[src/rtl/pipe_adder.sv]
// rtl/pipe_adder.sv - pipelined add/sub with NZCV flags, one carry chunk resolved per stage
module pipe_adder #(
    parameter int WIDTH  = 32,
    parameter int STAGES = 4
) (
    input  logic             clk,
    input  logic             reset,
    input  logic [WIDTH-1:0] a,
    input  logic [WIDTH-1:0] b,
    input  logic             cin,
    input  logic             sub,
    input  logic             in_valid,
    output logic             in_ready,
    output logic             out_valid,
    input  logic             out_ready,
    output logic [WIDTH-1:0] y,
    output logic [3:0]       flags
);

    localparam int CW = WIDTH / STAGES;

    logic             st_v  [STAGES];
    logic [WIDTH-1:0] st_a  [STAGES];
    logic [WIDTH-1:0] st_bx [STAGES];
    logic [WIDTH-1:0] st_s  [STAGES];
    logic             st_c  [STAGES];

    logic             nxt_v  [STAGES];
    logic [WIDTH-1:0] nxt_a  [STAGES];
    logic [WIDTH-1:0] nxt_bx [STAGES];
    logic [WIDTH-1:0] nxt_s  [STAGES];
    logic             nxt_c  [STAGES];

    logic [WIDTH-1:0] bx0;
    logic             c0;
    logic [CW:0]      part;
    logic             stall;

    logic [WIDTH-1:0] fin_s;
    logic             fin_c;
    logic             fin_amsb;
    logic             fin_bmsb;

    assign bx0      = sub ? ~b : b;
    assign c0       = sub ? 1'b1 : cin;
    assign stall    = out_valid && !out_ready;
    assign in_ready = reset && !stall;

    assign fin_s    = st_s[STAGES-1];
    assign fin_c    = st_c[STAGES-1];
    assign fin_amsb = st_a[STAGES-1][WIDTH-1];
    assign fin_bmsb = st_bx[STAGES-1][WIDTH-1];

    // Stage i adds chunk i using the carry registered by stage i-1.
    always_comb begin
        part      = {1'b0, a[CW-1:0]} + {1'b0, bx0[CW-1:0]} + {{CW{1'b0}}, c0};
        nxt_v[0]  = in_valid;
        nxt_a[0]  = a;
        nxt_bx[0] = bx0;
        nxt_s[0]  = '0;
        nxt_s[0][CW-1:0] = part[CW-1:0];
        nxt_c[0]  = part[CW];
        for (int i = 1; i < STAGES; i++) begin
            part      = {1'b0, st_a[i-1][i*CW +: CW]} + {1'b0, st_bx[i-1][i*CW +: CW]}
                        + {{CW{1'b0}}, st_c[i-1]};
            nxt_v[i]  = st_v[i-1];
            nxt_a[i]  = st_a[i-1];
            nxt_bx[i] = st_bx[i-1];
            nxt_s[i]  = st_s[i-1];
            nxt_s[i][i*CW +: CW] = part[CW-1:0];
            nxt_c[i]  = part[CW];
        end
    end

    always_ff @(posedge clk) begin
        if (!reset) begin
            for (int i = 0; i < STAGES; i++) begin
                st_v[i]  <= 1'b0;
                st_a[i]  <= '0;
                st_bx[i] <= '0;
                st_s[i]  <= '0;
                st_c[i]  <= 1'b0;
            end
            out_valid <= 1'b0;
            y         <= '0;
            flags     <= 4'b0000;
        end else if (!stall) begin
            for (int i = 0; i < STAGES; i++) begin
                st_v[i]  <= nxt_v[i];
                st_a[i]  <= nxt_a[i];
                st_bx[i] <= nxt_bx[i];
                st_s[i]  <= nxt_s[i];
                st_c[i]  <= nxt_c[i];
            end
            out_valid <= st_v[STAGES-1];
            y         <= fin_s;
            flags     <= {fin_s[WIDTH-1],
                          fin_s == '0,
                          fin_c,
                          (fin_amsb == fin_bmsb) && (fin_s[WIDTH-1] != fin_amsb)};
        end
    end

endmodule

[config.mk]
export PLATFORM = sky130hd
export DESIGN_NAME = pipe_adder
export DESIGN_NICKNAME = d
export VERILOG_FILES = /design/src/rtl/pipe_adder.sv
export SDC_FILE = /design/constraint.sdc
export NUM_CORES = 1
export LEC_CHECK = 0
export ABC_AREA = 1
export CAP_MARGIN = 20
export CORE_ASPECT_RATIO = 1.25
export CORE_MARGIN = 3
export CORE_UTILIZATION = 60
export CTS_CLUSTER_DIAMETER = 200
export CTS_CLUSTER_SIZE = 8
export DETAILED_ROUTE_END_ITERATION = 8
export MAX_ROUTING_LAYER = met4
export PLACE_DENSITY = 0.95
export SYNTH_ARGS = -nofsm -noshare
export SYNTH_HDL_FRONTEND = slang
export SYNTH_SLANG_ARGS = --single-unit
[constraint.sdc]
create_clock -name clk -period 4.74 [get_ports clk]
set_input_delay 0.474 -clock clk [delete_from_list [all_inputs] [get_ports clk]]
set_output_delay 0.474 -clock clk [all_outputs]
set_load 0.01 [all_outputs]
Word level (Yosys, flattened, before mapping)
Memories as Yosys holds them, arrays and structs flattened. A register that Yosys moved wholly into a read port is not among the register bits.
Cells that the tools add are included.
Widths: inputs -> output; s select.
{"block": "classes", "n_addsub": 8, "n_eq_ne": 2, "mux": 26, "bitwise_logic": 21, "n_reduce_logical": 10}
{"operator": "$mux 32", "n": 13}
{"operator": "$add 8x8->9", "n": 4}
{"operator": "$add 9x1->9", "n": 4}
{"operator": "$logic_not 32->1", "n": 1}
{"operator": "$not 32->32", "n": 1}
{"operator": "$or 1x1->1", "n": 20}
{"operator": "$mux 1", "n": 13}
{"operator": "$logic_not 1->1", "n": 6}
{"operator": "$logic_and 1x1->1", "n": 3}
{"operator": "$eq 1x1->1", "n": 1}
{"operator": "$ne 1x1->1", "n": 1}
{"block": "totals", "regBits": 36, "mem_bits_rw": 392, "output_inout_bits": 38, "memories": 5}
{"memory": "st_a", "depth": 4, "width": 32, "read_ports": 4, "rd_clocked_by_memory_dff": 0, "wr": 4, "line_no": "23", "text": "logic [WIDTH-1:0] st_a [STAGES];"}
{"memory": "st_bx", "depth": 4, "width": 32, "read_ports": 4, "rd_clocked_by_memory_dff": 0, "wr": 4, "line_no": "24", "text": "logic [WIDTH-1:0] st_bx [STAGES];"}
{"memory": "st_s", "depth": 4, "width": 32, "read_ports": 4, "rd_clocked_by_memory_dff": 0, "wr": 4, "line_no": "25", "text": "logic [WIDTH-1:0] st_s [STAGES];"}
{"memory": "st_c", "depth": 4, "width": 1, "read_ports": 4, "rd_clocked_by_memory_dff": 1, "wr": 4, "line_no": "26", "text": "logic st_c [STAGES];"}
{"memory": "st_v", "depth": 4, "width": 1, "read_ports": 4, "rd_clocked_by_memory_dff": 1, "wr": 4, "line_no": "22", "text": "logic st_v [STAGES];"}

Logic depth before layout (Yosys ltp)
{"block": "logic_depth", "ltp_word": 6, "depth_mapped": 11}

Worst setup path before layout
OpenSTA, ideal clock, no wires.
{"block": "synth_path", "path_type": "in2reg", "start": "input port out_ready", "end": "memory st_a[0][10] (enable)", "arrival_ps": 2749, "t_required_ps": 4286, "setup_slack_ps": 1536, "path_stages": 5, "n_path_buf": 1, "cell_sequence": "inv_1 -> nand2_1 -> nor2_1 -> buf_4 -> inv_2"}
{"element": "from (decl)", "line_no": "15", "text": "input logic out_ready,"}
{"element": "to (decl)", "line_no": "23"}

Worst setup path after layout
{"block": "layout_path", "start": "input port out_ready", "end": "output port in_ready"}
{"block": "layout_via", "elab_chain_len": 4}
{"element": "$logic_not 1->1", "line_no": "46", "text": "assign stall = out_valid && !out_ready;"}
{"element": "$logic_and 1x1->1", "line_no": "46"}
{"element": "$logic_not 1->1"}
{"element": "$logic_and 1x1->1", "line_no": "47", "text": "assign in_ready = reset && !stall;"}
{"element": "to (decl)", "line_no": "13", "text": "output logic in_ready,"}
Every way passes these cells.

==> impl_metrics.env <==
export IMPL_fp_dieW_um=124.7
export IMPL_clock_sinks=222
export IMPL_p_leak_nw=5.233
export IMPL_ios=108
export IMPL_fin_cells=1308
export IMPL_min_period_ns=2.884
export IMPL_synth_area_mm2=0.01057
export IMPL_tns_ns=0
export IMPL_max_cap_violations=0
export IMPL_p_total_mw=4.753
export IMPL_hold_violations=0
export IMPL_track_usage_pct=20.13
export IMPL_grt_pass1_vias=6720
export IMPL_fin_nets=1171
export IMPL_hp_start="y[23]"
export IMPL_io_buffer_count=107
export IMPL_postCtsSetupRepairBufs=0
export IMPL_power_per_cell_area_mw_per_mm2=379.1
export IMPL_cts_repair_resized=0
export IMPL_n_antenna_cell=0
export IMPL_drc=0
export IMPL_ys_types=32
export IMPL_reg2reg_from="out_valid"
export IMPL_whs_ns=0.4561
export IMPL_fin_area_mm2=0.01254
export IMPL_drt_iter0_markers=553
export IMPL_clkSlewWorstSetupHoldPaths_ns=0.05
export IMPL_end_kind="output pin"
export IMPL_arrival_ns=2.41
export IMPL_ir_drop_v=0.0003066
export IMPL_crit_start="out_ready"
export IMPL_finalWorstSetupSlack_ns=1.856
export IMPL_grt_ovfl_total=0
export IMPL_critPathLaunchType="input port"
export IMPL_fp_dieH_um=154.4
export IMPL_antenna_found_initial=0
export IMPL_fmax_mhz=346.7
export IMPL_area_delta_synth_final_pct=18.65
export IMPL_syn_nets=1058
export IMPL_htree_levels=1
export IMPL_post_route_period_util_pct=60.84
export IMPL_synth_avg_cell_area_um2=11.10
export IMPL_ys_seq_area_share_pct=59.11
export IMPL_crit_required_ns=4.27
export IMPL_relSlewSlack_pct=40.35
export IMPL_final_common_cell="inv_1"
export IMPL_cts_hold_buf=0
export IMPL_clk_latency_ns=0.52
export IMPL_drtAntennaViolNets=0
export IMPL_setup_viol=0
export IMPL_grt_max_degree=97
export IMPL_hpwl_um=11970
export IMPL_path_max_fanout=73
export IMPL_place_area_mm2=0.01166
export IMPL_cts_tree="yes"
export IMPL_dp_slack_ns=1.725
export IMPL_worstSetupPathType="in2out"
export IMPL_drt_pass1_iter_count=5
export IMPL_ys_seq_elements=222
export IMPL_finalWirelength_um=18860
export IMPL_rsz0062_at_grt="false"
export IMPL_drive_above_1_share_pct=11.58
export IMPL_drv_slew=0
export IMPL_place_inst=1252
export IMPL_syn_inst=952
export IMPL_yosys_warnings=0
export IMPL_cts_made_buffers=31
export IMPL_grt_pass1_wl_um=31210
export IMPL_core_area_mm2=0.01704
export IMPL_gp_congestion=0.8631
export IMPL_start_util_pct=62.00
export IMPL_mostFrequentLayoutCells="inv_1 (181), edfxtp_1 (180), nor2_1 (143)"
export IMPL_tightest_slew_ns=0.8947
export IMPL_num_rows=53
export IMPL_wl_per_cell_um=14.42
export IMPL_final_core_util_pct=73.56
export IMPL_outcome="finished, final reports clean"
export IMPL_num_vias=6647
export IMPL_cts_root_buffer="clkbuf_16"
export IMPL_hold_path_class="reg2reg"
export IMPL_via_per_inst=5.082
export IMPL_die_area_mm2=0.01925
export IMPL_clockBufferDepth=3
export IMPL_fin_skew_ns=0.01039
## synthesized netlist by cell type, drive strengths merged
| cell | instances | area [um2] |
|---|---|---|
| a21oi | 30 | 161.4 |
| a22o | 25 | 219.0 |
| and2 | 5 | 31.28 |
| and3 | 1 | 6.260 |
| buf | 32 | 325.3 |
| clkbuf | 1 | 3.750 |
| dfxtp | 42 | 840.8 |
| edfxtp | 180 | 5405 |
| fa | 8 | 160.2 |
| ha | 28 | 350.3 |
| inv | 184 | 690.7 |
| nand2 | 106 | 400.4 |
| nand3 | 29 | 145.1 |
| nand3b | 7 | 52.55 |
| nand4 | 1 | 6.260 |
| nor2 | 214 | 1329 |
| nor3 | 1 | 5.000 |
| nor3b | 3 | 22.52 |
| o21a | 1 | 7.510 |
| o21ai | 11 | 55.05 |
| o22ai | 2 | 12.51 |
| or2 | 9 | 56.30 |
| xnor2 | 24 | 210.2 |
| xor2 | 8 | 70.07 |
## state kept, by name, indices dropped and copies added (netlist names)
| name | count |
|---|---|
| flags | 3 |
| st_s | 80 |
| y | 32 |
| out_valid | 1 |
| st_a | 49 |
| st_bx | 49 |
| st_v | 4 |
| st_c | 4 |
## power breakdown
part / internal [mW] / leakage (nW) / total, mW / switching (mW)
clock: 1.23 / 0.418 / 1.97 / 0.747
sequential: 2.24 / 2.48 / 2.29 / 0.0457
combinational: 0.214 / 2.33 / 0.494 / 0.279
total: 3.68 / 5.23 / 4.75 / 1.07
## per-layer routing
layer | up-vias | track usage (%) | wire, um
li1 | 3251 | - | -
met1 | 3054 | 22.23 | 6990
met2 | 285 | 36.73 | 10140
met3 | 57 | 3.040 | 1113
met4 | 0 | 7.676 | 616
met5 | - | - | 0
## worst max-delay path, cell delays in order
cell             delay (ns)
clkdlybuf4s50_1        0.46
inv_1                  0.04
nand2_1                0.19
nand2_8                0.43
inv_2                  0.22
clkdlybuf4s50_1        0.56
## worst paths after layout
| check | endpoint | slack, ns | depth (start not counted) |
|---|---|---|---|
| worst min register to register | y[23] | 0.46 | 2 |
| worst max register to register | st_a[0][31] | 2.34 | 5 |
| worst max-delay path | in_ready | 1.86 | 6 |
| worst min-delay path | y[23] | 0.46 | 2 |
## cell families after synthesis
kind of cell | share of synthesized area (%)
buf+inv | 9.651
xor+xnor | 2.652
flops | 59.11
simple gates | 19.44
fa+ha+maj | 4.831
compound gates | 4.310
## area by class of cell
type / instances / area [um2]
tap: 220 / 275.3
sequential: 222 / 6246
clock buffer: 56 / 879.6
inverter: 184 / 695.7
multi-input combinational: 513 / 3317
fill: 1036 / 4506
timing repair buffer: 113 / 1124
Power figures use the tool's default switching activity.
